**src/rtl/mem_miss_arbiter.sv**
```systemverilog
// Shared miss/refill controller: round-robin picks a missing cache port, writes back a dirty victim, then fills the line.
// Optional per-port fill/writeback counters are built only when MISS_CNT_EN is defined.
module mem_miss_arbiter #(
    parameter int NUM_PORTS = 2,
    parameter int ADDR_W    = 14,
    parameter int LINE_W    = 64,
    parameter int CNT_W     = 16
) (
    input  logic                        clk,
    input  logic                        rst,
    input  logic [NUM_PORTS-1:0]        req_i,
    input  logic [NUM_PORTS-1:0]        wb_req_i,
    input  logic [NUM_PORTS*ADDR_W-1:0] victim_addr_i,
    input  logic [NUM_PORTS*ADDR_W-1:0] fill_addr_i,
    input  logic [NUM_PORTS*LINE_W-1:0] wb_data_i,
    output logic [NUM_PORTS-1:0]        grant_o,
    output logic [NUM_PORTS-1:0]        done_o,
    output logic [LINE_W-1:0]           fill_data_o,
    output logic                        busy_o,
    output logic                        m_re_o,
    output logic                        m_we_o,
    output logic [ADDR_W-1:0]           m_addr_o,
    output logic [LINE_W-1:0]           m_wdata_o,
    input  logic [LINE_W-1:0]           m_rdata_i,
`ifdef MISS_CNT_EN
    output logic [NUM_PORTS*CNT_W-1:0]  miss_cnt_o,
    output logic [NUM_PORTS*CNT_W-1:0]  wb_cnt_o,
`endif
    input  logic                        m_rdy_i
);

    localparam int IDX_W = (NUM_PORTS > 1) ? $clog2(NUM_PORTS) : 1;

    typedef enum logic [1:0] {IDLE, WB, FILL, DONE} state_t;

    state_t                 state_q;
    logic [IDX_W-1:0]       rr_q;
    logic [IDX_W-1:0]       win_q;
    logic [NUM_PORTS-1:0]   mask_q;
    logic [NUM_PORTS-1:0]   grant_q;
    logic [NUM_PORTS-1:0]   done_q;
    logic [ADDR_W-1:0]      fill_addr_q;
    logic [LINE_W-1:0]      fill_data_q;
    logic                   busy_q;
    logic                   m_re_q;
    logic                   m_we_q;
    logic [ADDR_W-1:0]      m_addr_q;
    logic [LINE_W-1:0]      m_wdata_q;

    logic [NUM_PORTS-1:0]   elig_d;
    logic [NUM_PORTS-1:0]   win_oh_d;
    logic [IDX_W-1:0]       win_idx_d;
    logic                   win_vld_d;

    // Walk offsets from the far end back toward rr_q so the nearest eligible port wins.
    always_comb begin
        elig_d    = req_i & ~mask_q;
        win_vld_d = 1'b0;
        win_idx_d = '0;
        win_oh_d  = '0;
        for (int k = NUM_PORTS - 1; k >= 0; k--) begin
            if (elig_d[(int'(rr_q) + k) % NUM_PORTS]) begin
                win_vld_d = 1'b1;
                win_idx_d = IDX_W'((int'(rr_q) + k) % NUM_PORTS);
                win_oh_d  = '0;
                win_oh_d[(int'(rr_q) + k) % NUM_PORTS] = 1'b1;
            end
        end
    end

    always_ff @(posedge clk or posedge rst) begin
        if (rst) begin
            state_q     <= IDLE;
            rr_q        <= '0;
            win_q       <= '0;
            mask_q      <= '0;
            grant_q     <= '0;
            done_q      <= '0;
            fill_addr_q <= '0;
            fill_data_q <= '0;
            busy_q      <= 1'b0;
            m_re_q      <= 1'b0;
            m_we_q      <= 1'b0;
            m_addr_q    <= '0;
            m_wdata_q   <= '0;
        end else begin
            done_q <= '0;
            mask_q <= '0;
            case (state_q)
                IDLE: begin
                    if (win_vld_d) begin
                        win_q       <= win_idx_d;
                        grant_q     <= win_oh_d;
                        busy_q      <= 1'b1;
                        fill_addr_q <= fill_addr_i[win_idx_d*ADDR_W +: ADDR_W];
                        if (wb_req_i[win_idx_d]) begin
                            state_q   <= WB;
                            m_we_q    <= 1'b1;
                            m_addr_q  <= victim_addr_i[win_idx_d*ADDR_W +: ADDR_W];
                            m_wdata_q <= wb_data_i[win_idx_d*LINE_W +: LINE_W];
                        end else begin
                            state_q  <= FILL;
                            m_re_q   <= 1'b1;
                            m_addr_q <= fill_addr_i[win_idx_d*ADDR_W +: ADDR_W];
                        end
                    end
                end
                WB: begin
                    if (m_rdy_i) begin
                        state_q  <= FILL;
                        m_we_q   <= 1'b0;
                        m_re_q   <= 1'b1;
                        m_addr_q <= fill_addr_q;
                    end
                end
                FILL: begin
                    if (m_rdy_i) begin
                        state_q     <= DONE;
                        m_re_q      <= 1'b0;
                        fill_data_q <= m_rdata_i;
                        done_q      <= grant_q;
                    end
                end
                DONE: begin
                    state_q <= IDLE;
                    rr_q    <= (int'(win_q) == NUM_PORTS - 1) ? '0 : win_q + 1'b1;
                    mask_q  <= grant_q;
                    grant_q <= '0;
                    busy_q  <= 1'b0;
                end
                default: state_q <= IDLE;
            endcase
        end
    end

    assign grant_o     = grant_q;
    assign done_o      = done_q;
    assign fill_data_o = fill_data_q;
    assign busy_o      = busy_q;
    assign m_re_o      = m_re_q;
    assign m_we_o      = m_we_q;
    assign m_addr_o    = m_addr_q;
    assign m_wdata_o   = m_wdata_q;

`ifdef MISS_CNT_EN
    logic [NUM_PORTS*CNT_W-1:0] miss_cnt_q;
    logic [NUM_PORTS*CNT_W-1:0] wb_cnt_q;

    // Counts land on the same edge that completes the memory op, so miss_cnt moves with done.
    always_ff @(posedge clk or posedge rst) begin
        if (rst) begin
            miss_cnt_q <= '0;
            wb_cnt_q   <= '0;
        end else begin
            if (state_q == FILL && m_rdy_i &&
                miss_cnt_q[win_q*CNT_W +: CNT_W] != {CNT_W{1'b1}}) begin
                miss_cnt_q[win_q*CNT_W +: CNT_W] <= miss_cnt_q[win_q*CNT_W +: CNT_W] + 1'b1;
            end
            if (state_q == WB && m_rdy_i &&
                wb_cnt_q[win_q*CNT_W +: CNT_W] != {CNT_W{1'b1}}) begin
                wb_cnt_q[win_q*CNT_W +: CNT_W] <= wb_cnt_q[win_q*CNT_W +: CNT_W] + 1'b1;
            end
        end
    end

    assign miss_cnt_o = miss_cnt_q;
    assign wb_cnt_o   = wb_cnt_q;
`endif

endmodule

```
**config.mk**
```make
export PLATFORM = sky130hd
export DESIGN_NAME = mem_miss_arbiter
export DESIGN_NICKNAME = d
export VERILOG_FILES = /design/src/rtl/mem_miss_arbiter.sv
export SDC_FILE = /design/constraint.sdc
export NUM_CORES = 1
export LEC_CHECK = 0
export CAP_MARGIN = 15
export CORE_AREA = 2 2 158 160
export DETAILED_ROUTE_END_ITERATION = 12
export DIE_AREA = 0 0 160 162
export HOLD_SLACK_MARGIN = 0.03
export PLACE_DENSITY = 0.64
export SETUP_SLACK_MARGIN = 0.1
export SYNTH_ARGS = -nofsm -noshare
export SYNTH_HDL_FRONTEND = slang
export SYNTH_SLANG_ARGS = --single-unit
```
**constraint.sdc**
```tcl
create_clock -name clk -period 12.4 [get_ports clk]
set_input_delay 2.48 -clock clk [delete_from_list [all_inputs] [get_ports clk]]
set_output_delay 2.48 -clock clk [all_outputs]
set_load 0.01 [all_outputs]
```
# Yosys cells after proc, flatten, opt, wreduce, memory -nomap -nowiden
# Cells that the tools add are included.
[word_totals]
reg_bits = 169
output_inout_bits = 149
elab_cells = 91
[classes]
addsub = 2
multipliers = 1
magnitude_cmp = 5
n_eq_ne = 8
shifts = 3
n_mux = 42
bitwise_logic = 3
reduce_logical = 14
[ops]
columns = ["op", "count"]
rows = [
  ["128-bit by 8-bit indexed part select with 64-bit output", 1],
  ["28-bit by 6-bit indexed part select with 14-bit output", 2],
  ["14-bit 2-to-1 mux", 3],
  ["14-bit one-hot mux with 2 select lines", 1],
  ["1-bit 2-to-1 mux", 21],
  ["2-bit 2-to-1 mux", 10],
  ["2-bit inequality test, second input constant", 5],
  ["3-bit AND reduction", 3],
  ["2-bit one-hot mux with 4 select lines", 1],
  ["2-bit AND reduction", 3],
  ["5-bit AND reduction", 1],
  ["2-bit == test, second input constant", 2],
  ["1-bit by 2-bit less-than comparator with 1-bit output, second input constant", 2],
  ["1-bit by 3-bit multiplier with 4-bit output, second input constant", 1],
  ["1-bit one-hot mux with 2 select lines", 2],
  ["2-bit one-hot mux with 2 select lines", 1],
  ["4-bit AND reduction", 1],
  ["2-bit nonzero test", 2],
  ["2-bit by 3-bit less-than comparator with 1-bit output, second input constant", 1],
  ["1-bit one-hot mux with 3 select lines", 1],
  ["3-bit nonzero test", 1],
  ["1-bit adder, second input constant", 2],
  ["2-bit bitwise AND", 1],
  ["1-bit demux with 1-bit select", 2],
  ["other kinds (7)", 8],
]

# Logic depth before layout (Yosys ltp)
[depth]
depth_word = 12
mapped_depth = 8

# Least setup slack after synthesis
# No wires, ideal clock.
[synth_timing]
path_type = "input to register"
startpoint = "in wb_req_i[1]"
endpoint = "reg m_addr_q[0], in the netlist m_addr_o[0]"
setup_time_ns = 0.126
t_arrival_ns = 3.701
t_required_ns = 12.274
setup_slack_ns = 8.573
stages = 5
path_buffers = 2
cell_sequence = "buf_2 > clkbuf_1 > mux2i_1 > a211oi_1 > a221o_2"
[synth_between]
elab_chain_len = 5
[synth_rtl]
columns = ["element", "line", "text"]
rows = [
  ["from (decl)", "12", "input logic [NUM_PORTS-1:0] wb_req_i,"],
  ["1-bit 2-to-1 mux (not written as such) (2 in a row)", "96", "if (wb_req_i[win_idx_d]) begin"],
  ["14-bit 2-to-1 mux", "96", ""],
  ["14-bit 2-to-1 mux", "91", "if (win_vld_d) begin"],
  ["14-bit one-hot mux with 2 select lines", "89", "case (state_q)"],
  ["to (signal assigned)", "99", "m_addr_q <= victim_addr_i[win_idx_d*ADDR_W +: ADDR_W];"],
  ["to (signal assigned)", "104", "m_addr_q <= fill_addr_i[win_idx_d*ADDR_W +: ADDR_W];"],
  ["to (signal assigned)", "113", "m_addr_q <= fill_addr_q;"],
  ["to (decl)", "47", "logic [ADDR_W-1:0] m_addr_q;"],
]
# No other way between the ends. The select of a mux whose other input is x is not followed.
# A chain may end at the register's enable or synchronous reset.

# Worst setup path after layout
[layout_timing]
startpoint = "in req_i[0]"
endpoint = "reg m_wdata_q[4], in the netlist m_wdata_o[4]"
[layout_between]
elab_chain_len = 9
word_cells_on_any_way = 14
cone_classes = "shift: 1; mux: 11; bitwise: 1; reduce/logical: 1"
[layout_rtl]
columns = ["element", "line", "text"]
rows = [
  ["from (decl)", "11", "input logic [NUM_PORTS-1:0] req_i,"],
  ["2-bit bitwise AND (*)", "57", "elig_d = req_i & ~mask_q;"],
  ["branches (longest 8 deep; another with 128-bit by 8-bit indexed part select with 64-bit output)", "--", ""],
  ["to (signal assigned)", "100", "m_wdata_q <= wb_data_i[win_idx_d*LINE_W +: LINE_W];"],
  ["to (decl)", "48", "logic [LINE_W-1:0] m_wdata_q;"],
]
# Mark *: on every way between the ends. The select of a mux whose other input is x is not followed.

==> out/qor.yml <==
sta:
  max_freq_mhz: 197
  rsz0062_at_grt: "no"
  worst_slack_ns: 7.32
  skew_ns: 0.0166
  fin_crit_ns: 5.08
  drv_slew: 0
  tns_ns: 0
  min_period_over_period_pct: 41.0
  relSlewSlack_pct: 21.2
  finalHoldViolCount: 0
  setup_viol: 0
  worst-slew-pin-transition_ns: 1.18
yosys:
  yosys_warnings: 0
  synth_top_family_by_area: "multiplexers"
  synth_area_per_cell_um2: 11.8
  synthesis.instances: 644
  synthSimpleGateAreaFrac_pct: 7.06
  synthMuxAreaShare_pct: 21.9
  synth_cell_types: 31
  ys_seq_area_share_pct: 55.5
  ys_ff_latch: 169
  synthesis.nets: 903
  synthXorXnorAreaFrac_pct: 0
  synth_fa_ha_area_share_pct: 0.657
  synth_compound_area_share_pct: 11.4
  netlist_area_um2: 7620
power:
  peakVddDrop_mv: 0.102
  pwr_density_cell_nw_per_um2: 226
  p_leak_nw: 5.18
drt:
  viasPerCell: 4.69
  vias: 6399
  drc: 0
  totalWireLength_mm: 24.5
  first_pass_iters: 4
  antenna_left: 0
  drt_iter0_drc: 292
  wl_per_cell_um: 17.9
clock_network:
  clockBufferDepth: 2
  cts_tree: "yes"
  cts_setup_buffers: 0
  post_cts_resized: 0
  h-tree-depth: 4
  cts_root_buf: "clkbuf_16"
  cts.clk_slew.worst_paths_ns: 0.07
  clk_latency_ns: 0.43
  cts_made_buffers: 17
  cts_sinks: 169
  ctsHoldBuffers: 0
critical_path:
  critical-path-top-delay-family: "buffers and inverters"
  arrival_ns: 5.33
  worst-path-stages: 7
  critical_path_class: "input pin to flip-flop"
  cp-end-kind: "flip-flop"
  cp.buffers_inverters: 3
  worstPathCellList: "clkdlybuf4s50_1, nor3b_1, nor2_4, buf_4, buf_4, mux2i_1, a21oi_1"
  cp_max_fo: 74
  slowest_stage: "buf_4"
  cp_common_cell: "buf_4"
  r2r_cells: 6
  max_stage_delay_ns: 0.91
  cp.required_ns: 12.65
  r2r_slack_ns: 9.21
  cp-start-kind: "input pin"
floorplanning:
  start_util_pct: 31.6
  rows: 57
  core_um2: 24100
  die-area_um2: 25900
  die-height_um: 162
  top_level_ports: 404
  die_w_um: 160
flow_run:
  drv_cap: 0
run_status:
  status: "finished clean"
hold_path:
  hp-class: "flip-flop to flip-flop"
  hold_path_depth: 1
global_route:
  grt_max_degree: 121
  top_usage_layer: "met2"
  grtUsageMet3_pct: 5.90
  first_global_vias: 6675
  use_met1_pct: 23.0
  antenna_found_initial: 0
  overflow: 0
  met2_usage_pct: 31.3
  globalRouteTotalUtil_pct: 18.8
  grt_pass1_wl_mm: 37.9
layout:
  fin_area_um2: 12500
  fin_nets: 1287
  areaGrowthSynthToFinish_pct: 64.0
  antennaDiodeCount: 0
  drive_above_1_share_pct: 11.1
placement:
  place_area_um2: 11900
  io_buffers: 403
  place_congestion: 0.774
  pre_cts_ws_ns: 6.83
  dp_hpwl_mm: 17.9
synth_stat cells:
library cell | count | area (um2)
or3b_1 | 1 | 8.76
o221ai_1 | 1 | 8.76
and2_1 | 3 | 18.8
buf_4 | 10 | 75.1
buf_2 | 22 | 110
ha_1 | 4 | 50.1
a221oi_1 | 1 | 8.76
a21bo_2 | 1 | 10.0
or2b_1 | 1 | 7.51
nand2_1 | 23 | 86.3
a22o_1 | 1 | 8.76
nand2b_4 | 1 | 13.8
mux2i_1 | 94 | 941
and3_1 | 4 | 25.0
a221o_1 | 9 | 90.1
a211oi_1 | 29 | 218
buf_6 | 1 | 11.3
a21oi_1 | 71 | 355
or2_1 | 1 | 6.26
a21o_1 | 1 | 7.51
nor3b_1 | 1 | 7.51
nor2_1 | 69 | 259
mux2_2 | 65 | 732
clkbuf_1 | 13 | 48.8
nor2_2 | 1 | 6.26
o21ai_0 | 21 | 105
dfrtp_1 | 169 | 4230
inv_1 | 5 | 18.8
nor2b_1 | 15 | 93.8
a221o_2 | 5 | 56.3
nand3_1 | 1 | 5.00
sequential cells by signal, summed over array words and instances, names as in the netlist:
signal       cells
grant_o          2
state_q          2
m_we_o           1
mask_q           2
m_re_o           1
win_q            1
done_o           2
busy_o           1
fill_addr_q     14
m_addr_o        14
fill_data_o     64
m_wdata_o       64
rr_q             1
final cells by class:
| type | instances | area [um2] |
|---|---|---|
| multi-input combinational | 424 | 3150 |
| fill | 2222 | 11600 |
| clock inverter | 15 | 178 |
| inverter | 5 | 23.8 |
| tap | 324 | 405 |
| clock buffer | 17 | 425 |
| sequential | 169 | 4230 |
| timing repair buffer | 411 | 4090 |
power breakdown:
part / internal [mW] / switching (mW) / total [mW]
registers: 0.822 / 0.142 / 0.965
clock network: 0.273 / 0.266 / 0.539
logic: 0.746 / 0.572 / 1.32
path summary, 6_finish.rpt:
check | start | endpoint
min in group asynchronous | rst | fill_data_o[41]
min reg2reg | win_q | rr_q
max | req_i[0] | m_wdata_o[4]
max reg2reg | state_q[1] | m_wdata_o[12]
min | win_q | rr_q
max in group asynchronous | rst | done_o[1]
stage by stage:
stage	power [mW]	hold WS, ns	std cells	util [%]
floorplan	1.60	0.422	644	-
global placement	2.29	0.429	1333	49.4
detailed placement	2.30	0.433	1333	49.4
CTS	2.86	0.448	1365	51.9
global route	3.01	0.487	1365	51.9
finish	2.82	0.451	1365	51.9
per-layer routing:
metal	vias to the layer above	share of wire (%)
li1	3068	-
met1	3043	40
met2	252	49
met3	36	7.7
met4	0	2.8
met5	-	0
kinds of logic (layout without fill, tap and decap cells):
kind of cell / Yosys count / in the layout
compound gates: 140 / 140
flops: 169 / 169
fa+ha+maj: 4 / 4
mux: 159 / 159
buf+inv: 51 / 448
simple gates: 121 / 121
layout by cell type, fill, tap and decap left out:
cell type and instances:
or2b_1 1, or3b_1 1, clkinvlp_4 3, buf_4 8, clkdlybuf4s50_1 403, and3_1 4, o21ai_0 21, a211oi_1 29
clkinv_4 1, ha_1 4, a21oi_4 1, nor2_1 69, a21o_1 1, nand2_1 22, a21bo_2 1, mux2_2 65
a21oi_1 70, nand3_1 1, a22o_1 1, inv_8 5, dfrtp_1 169, or2_1 1, clkbuf_16 17, a221o_1 9
inv_1 4, a221o_2 5, nand2_2 1, a221oi_1 1, nor3b_1 1, nor2b_1 15, nand2b_4 1, inv_6 2
clkinv_8 5, and2_1 3, mux2i_1 94, o221ai_1 1, nor2_4 1
Note: power is estimated with default switching activity, not from simulation.
